$ cat config.mk
export PLATFORM = sky130hd
export DESIGN_NAME = daq_multi_seq
export DESIGN_NICKNAME = d
export VERILOG_FILES = /design/src/rtl/daq_multi_seq.sv
export SDC_FILE = /design/constraint.sdc
export NUM_CORES = 1
export LEC_CHECK = 0
export BUFFER_PORTS_ARGS = -buffer_cell sky130_fd_sc_hd__buf_2
export CORE_MARGIN = 5
export CORE_UTILIZATION = 40
export CTS_BUF_LIST = sky130_fd_sc_hd__clkbuf_8
export DETAILED_ROUTE_END_ITERATION = 10
export GPL_ROUTABILITY_DRIVEN = 0
export PLACE_DENSITY = 0.61
export SYNTH_ARGS = -nofsm -noshare
export SYNTH_HDL_FRONTEND = slang
export SYNTH_SLANG_ARGS = --single-unit
$ cat constraint.sdc
create_clock -name new_clk -period 4.45 [get_ports new_clk]
set_input_delay 0.6675 -clock new_clk [delete_from_list [all_inputs] [get_ports new_clk]]
set_output_delay 0.6675 -clock new_clk [all_outputs]
set_load 0.005 [all_outputs]
$ cat src/rtl/daq_multi_seq.sv
// Multi-channel acquisition sequencer: each load edge scans the enabled channels
// in ascending order and writes one sample per channel into the sample buffer.
module daq_multi_seq #(
  parameter int DATA_W = 8,
  parameter int CH_N   = 4,
  parameter int DEPTH  = 16,
  localparam int AW = $clog2(DEPTH),
  localparam int CW = (CH_N > 1) ? $clog2(CH_N) : 1
) (
  input  logic                   new_clk,
  input  logic                   reset,
  input  logic                   load,
  input  logic                   stop,
  input  logic                   mode,
  input  logic [CH_N-1:0]        ch_mask,
  input  logic [CH_N*DATA_W-1:0] ch_data,
  output logic                   wr_en,
  output logic [AW-1:0]          wr_addr,
  output logic [DATA_W-1:0]      wr_data,
  output logic [CW-1:0]          wr_ch,
  output logic [AW:0]            count,
  output logic                   full,
  output logic                   busy,
  output logic                   done,
  output logic                   overrun
);

  localparam logic [AW-1:0] LAST_ADDR = AW'(DEPTH - 1);
  localparam logic [AW:0]   CNT_FULL  = (AW+1)'(DEPTH);

  typedef enum logic [1:0] {IDLE, SCAN, WAIT, DONE} state_t;

  state_t              r_state;
  state_t              w_next;
  logic                r_load_q;
  logic                r_mode;
  logic                r_stop_pend;
  logic [CH_N-1:0]     r_pending;
  logic [AW-1:0]       r_ptr;
  logic [AW:0]         r_count;
  logic                r_wr_en;
  logic [AW-1:0]       r_wr_addr;
  logic [DATA_W-1:0]   r_wr_data;
  logic [CW-1:0]       r_wr_ch;
  logic                r_full;
  logic                r_busy;
  logic                r_done;
  logic                r_overrun;

  logic                w_trig;
  logic                w_stop_eff;
  logic                w_stop_set;
  logic [CW-1:0]       w_sel_idx;
  logic [CH_N-1:0]     w_sel_hot;
  logic [CH_N-1:0]     w_remain;
  logic                w_last;
  logic                w_write;
  logic                w_start;
  logic                w_rescan;
  logic                w_set_ovr;
  logic [AW:0]         w_count_nxt;
  logic [AW-1:0]       w_ptr_nxt;
  logic [DATA_W-1:0]   w_sel_data;

  assign w_trig = load && !r_load_q && (ch_mask != '0);

  // A stop seen in the current cycle acts at once so a WAIT stop ends the run on the next edge.
  assign w_stop_eff = r_stop_pend || (stop && r_mode);
  assign w_stop_set = stop && r_mode && ((r_state == SCAN) || (r_state == WAIT));

  always_comb begin
    w_sel_idx = '0;
    w_sel_hot = '0;
    for (int c = CH_N - 1; c >= 0; c--) begin
      if (r_pending[c]) begin
        w_sel_idx    = CW'(c);
        w_sel_hot    = '0;
        w_sel_hot[c] = 1'b1;
      end
    end
  end

  assign w_remain    = r_pending & ~w_sel_hot;
  assign w_last      = (w_remain == '0);
  assign w_sel_data  = ch_data[int'(w_sel_idx)*DATA_W +: DATA_W];
  assign w_count_nxt = (r_count == CNT_FULL) ? r_count : r_count + (AW+1)'(1);
  assign w_ptr_nxt   = (r_ptr == LAST_ADDR) ? '0 : r_ptr + AW'(1);

  always_comb begin
    w_next    = r_state;
    w_write   = 1'b0;
    w_start   = 1'b0;
    w_rescan  = 1'b0;
    w_set_ovr = 1'b0;
    case (r_state)
      IDLE: begin
        if (w_trig) begin
          w_next  = SCAN;
          w_start = 1'b1;
        end
      end
      SCAN: begin
        w_write   = 1'b1;
        w_set_ovr = w_trig;
        // Single-shot ends on the last buffer slot, dropping the rest of the scan.
        if (!r_mode && (r_ptr == LAST_ADDR)) begin
          w_next = DONE;
        end else if (w_last) begin
          w_next = w_stop_eff ? DONE : WAIT;
        end
      end
      WAIT: begin
        if (w_stop_eff) begin
          w_next = DONE;
        end else if (w_trig) begin
          w_next   = SCAN;
          w_rescan = 1'b1;
        end
      end
      DONE: w_next = IDLE;
      default: w_next = IDLE;
    endcase
  end

  always_ff @(posedge new_clk or posedge reset) begin
    if (reset) begin
      r_state <= IDLE;
    end else begin
      r_state <= w_next;
    end
  end

  always_ff @(posedge new_clk or posedge reset) begin
    if (reset) begin
      r_load_q    <= 1'b0;
      r_mode      <= 1'b0;
      r_stop_pend <= 1'b0;
      r_pending   <= '0;
      r_ptr       <= '0;
      r_count     <= '0;
      r_wr_en     <= 1'b0;
      r_wr_addr   <= '0;
      r_wr_data   <= '0;
      r_wr_ch     <= '0;
      r_full      <= 1'b0;
      r_busy      <= 1'b0;
      r_done      <= 1'b0;
      r_overrun   <= 1'b0;
    end else begin
      r_load_q <= load;
      r_busy   <= (w_next != IDLE);
      r_done   <= (w_next == DONE);
      r_wr_en  <= w_write;
      if (w_start) begin
        r_mode      <= mode;
        r_pending   <= ch_mask;
        r_ptr       <= '0;
        r_count     <= '0;
        r_full      <= 1'b0;
        r_overrun   <= 1'b0;
        r_stop_pend <= 1'b0;
      end
      if (w_rescan) begin
        r_pending <= ch_mask;
      end
      if (w_set_ovr) begin
        r_overrun <= 1'b1;
      end
      if (w_stop_set) begin
        r_stop_pend <= 1'b1;
      end
      if (w_write) begin
        r_pending <= w_remain;
        r_wr_addr <= r_ptr;
        r_wr_data <= w_sel_data;
        r_wr_ch   <= w_sel_idx;
        r_ptr     <= w_ptr_nxt;
        r_count   <= w_count_nxt;
        r_full    <= (w_count_nxt == CNT_FULL);
      end
    end
  end

  assign wr_en   = r_wr_en;
  assign wr_addr = r_wr_addr;
  assign wr_data = r_wr_data;
  assign wr_ch   = r_wr_ch;
  assign count   = r_count;
  assign full    = r_full;
  assign busy    = r_busy;
  assign done    = r_done;
  assign overrun = r_overrun;

endmodule

==> flow_summary.ini <==
[clock_network]
cts.reportedPaths.clkPinSlew_ps = 80
numCtsBuffers = 5
clock_sinks = 37
htree_num_levels = 2
clk_path_buf_depth = 2
hold_buffers = 0
insertion_delay_ps = 290
post_cts_buffers = 0
cts_root_buffer = clkbuf_8
cts_tree = built
post_cts_resized = 0

[placed_design]
post-dp-hpwl_mm = 3.49
port_buffers = 64
postPlaceCellArea_sq_um = 2430
place_inst = 328

[floorplanning]
pin_count = 65
fp.dieW_um = 81.9
rows = 26
die_area_sq_um = 6700
coreArea_sq_um = 5070
die_h_um = 81.9
start_util = 0.407

[yosys]
yosysTopAreaCell = dfrtp_1
synth_top_area_frac = 0.448
synth_ff_type = dfrtp_1
syn_area_per_cell_sq_um = 10.3
ys_ff_latch = 37
syn_inst = 200
synthesis.area_sq_um = 2070
synth_seq_area_share = 0.448
synth-edff-count = 0
synth_cell_type_count = 46
synth_area_leaders = dfrtp_1, mux2i_1, nand2_1, ha_1, o221ai_1
yosys_warnings = 0
postSynthNetCount = 248
async_reset_ff_frac = 1.00

[global_routing]
grt_util_met1 = 0.195
overflow = 0
busiest_layer = met2
grt_first_pass_wirelength_mm = 7.88
use_met3 = 0.0395
gr-usage-all-layers = 0.151
grt_max_degree = 38
antenna_found_initial = 0
grtUsageMet2 = 0.242
grt_pass1_vias = 1701

[final_layout]
n_fill_cell = 483
area_growth_pct = 24.5
fin_cells = 336
multiInputGateArea_sq_um = 1060
seqCellArea_sq_um = 926
antenna_cells = 0
layout.nets = 313
stdcell_area_sq_um = 2570
layout-drive-gt1-share = 0.342

[power_and_ir_drop]
p_sw_w = 0.000726
ir_drop_uv = 328
power_frac_seq = 0.334
p_total_w = 0.00183
power.share.combinational = 0.472
clockPowerShare = 0.194
switching_share = 0.396
p_int_w = 0.00111
p_leak_nw = 1.25
powerDensity_nw_per_um2 = 713

[routing]
firstDrtPassIters = 4
via_per_inst = 5.21
routed_wl_mm = 4.81
num_vias = 1750
drtIter0Drc = 62
drc = 0
wire_per_inst_um = 14.3
ant_nets = 0

[worst_setup_path]
crit_slowest_cell = ha_1
crit_path_cell_trace = inv_1 -> ha_1 -> clkinv_1 -> or2_2 -> o221ai_1
startpoint_type = flip-flop
timing_worst_setup_path_type = flip-flop to flip-flop
cpPeakStageDelay_ps = 730
reg2reg_slack_ps = 1610
arrival_ps = 3040
cp.required_ps = 4650
cp_top_family = buffers and inverters
critPathBufInv = 2
cp_max_fo = 21
endpoint_kind = flip-flop

[run_status]
status = completed

[sta]
max_freq_ghz = 0.352
grt_setup_unrepaired = false
hold_viol_final = 0
setup_viol = 0
setup-tns-final_ps = 0
finalCriticalPeriod_ps = 2840
relSlewSlack = 0.443
worstMarginPinSlew_ps = 836
fin_worst_skew_ps = 9.25
hold_slack_ps = 474
maxSlewViolCount = 0
period_share = 0.638

[min_path]
hold_class = input port to asynchronous set/reset pin

[flow_run]
maxCapViolCount = 0
## worst paths after layout
check | to | depth (start not counted) | startpoint
hold / removal | wr_data[5] | 3 | reset
max in group asynchronous | overrun | 3 | reset
hold reg to reg | full | 2 | full
min in group new_clk | full | 2 | full
setup / recovery | wr_data[3] | 5 | r_state[1]
setup reg to reg | wr_data[3] | 5 | r_state[1]
## cell usage after synthesis (2+ instances only)
| cell type | n |
|---|---|
| mux2i_1 | 17 |
| xnor2_1 | 2 |
| o221ai_1 | 9 |
| nand3_1 | 9 |
| nor2_1 | 9 |
| inv_1 | 8 |
| or2_2 | 4 |
| a32o_1 | 3 |
| dfrtp_1 | 37 |
| clkbuf_2 | 2 |
| ha_1 | 7 |
| clkbuf_1 | 3 |
| a21oi_1 | 7 |
| o21ai_0 | 13 |
| a22o_1 | 3 |
| nand2b_1 | 2 |
| nor2b_1 | 2 |
| a211oi_1 | 2 |
| a31oi_1 | 2 |
| xor2_1 | 2 |
| nor3_1 | 4 |
| mux2_2 | 6 |
| nand2_1 | 24 |
## layout make-up
cell class,count,area share
Clock inverter,3,0.0268
Sequential cell,37,0.360
Multi-Input combinational cell,147,0.412
Tap cell,70,0.0340
Timing Repair Buffer,65,0.127
Clock buffer,5,0.0268
Inverter,9,0.0131
## power by group through the flow
stage                     Sequential, W  Combinational (W)  Clock (W)
after floorplan                0.000596           0.000654          0
after global routing           0.000638           0.000966   0.000381
after CTS                      0.000613           0.000879   0.000362
after global placement         0.000621           0.000856          0
final                          0.000613           0.000866   0.000356
after detailed placement       0.000617           0.000876          0
## cells in the final DEF (no fill, tap or decap), types with 2 or more instances in the layout
cell       count
buf_2         64
dfrtp_1       37
nand2_1       24
mux2i_1       17
o21ai_0       13
nor2_1         9
o221ai_1       9
nand3_1        9
inv_1          8
a21oi_1        7
ha_1           7
mux2_2         6
clkbuf_8       5
or2_2          4
nor3_1         4
a32o_1         3
a22o_1         3
nand2b_1       2
nor2b_1        2
xor2_1         2
a211oi_1       2
xnor2_1        2
a31oi_1        2
bufinv_16      2
## worst register-to-register path, delay by kind of cell (launching register included)
kind	cells	cell delay [ps]
buffers and inverters	2	880
adders and majority gates	1	740
and+or+nand+nor	1	580
DFF	1	380
AOI/OAI and AO/OA	1	170
## logic make-up after synthesis
logic type               synth area share
adder cells (fa/ha/maj)            0.0424
XOR/XNOR                           0.0170
AO/OA/AOI/OAI                       0.183
AND/OR/NAND/NOR                     0.156
multiplexers                        0.115
flip-flops                          0.448
buffers and inverters              0.0388
## per-layer routing
layer	up-vias	wire length (um)
li1	867	-
met1	835	2190
met2	43	2290
met3	5	269
met4	0	60
met5	-	0
## through the flow
step	setup WS [ps]	utilization
2_1_floorplan	2640	-
3_3_place_gp	1670	0.480
3_5_place_dp	1560	0.480
4_1_cts	1550	0.507
5_1_grt	1370	0.507
6_report	1610	0.507
## flip-flops by register name, indices dropped and copies added (netlist names)
register,cells
wr_data,8
count,5
r_pending,4
r_ptr,4
wr_addr,4
r_state,2
wr_ch,2
busy,1
done,1
full,1
overrun,1
r_load_q,1
r_mode,1
r_stop_pend,1
wr_en,1
(Power assumes the default switching activity.)
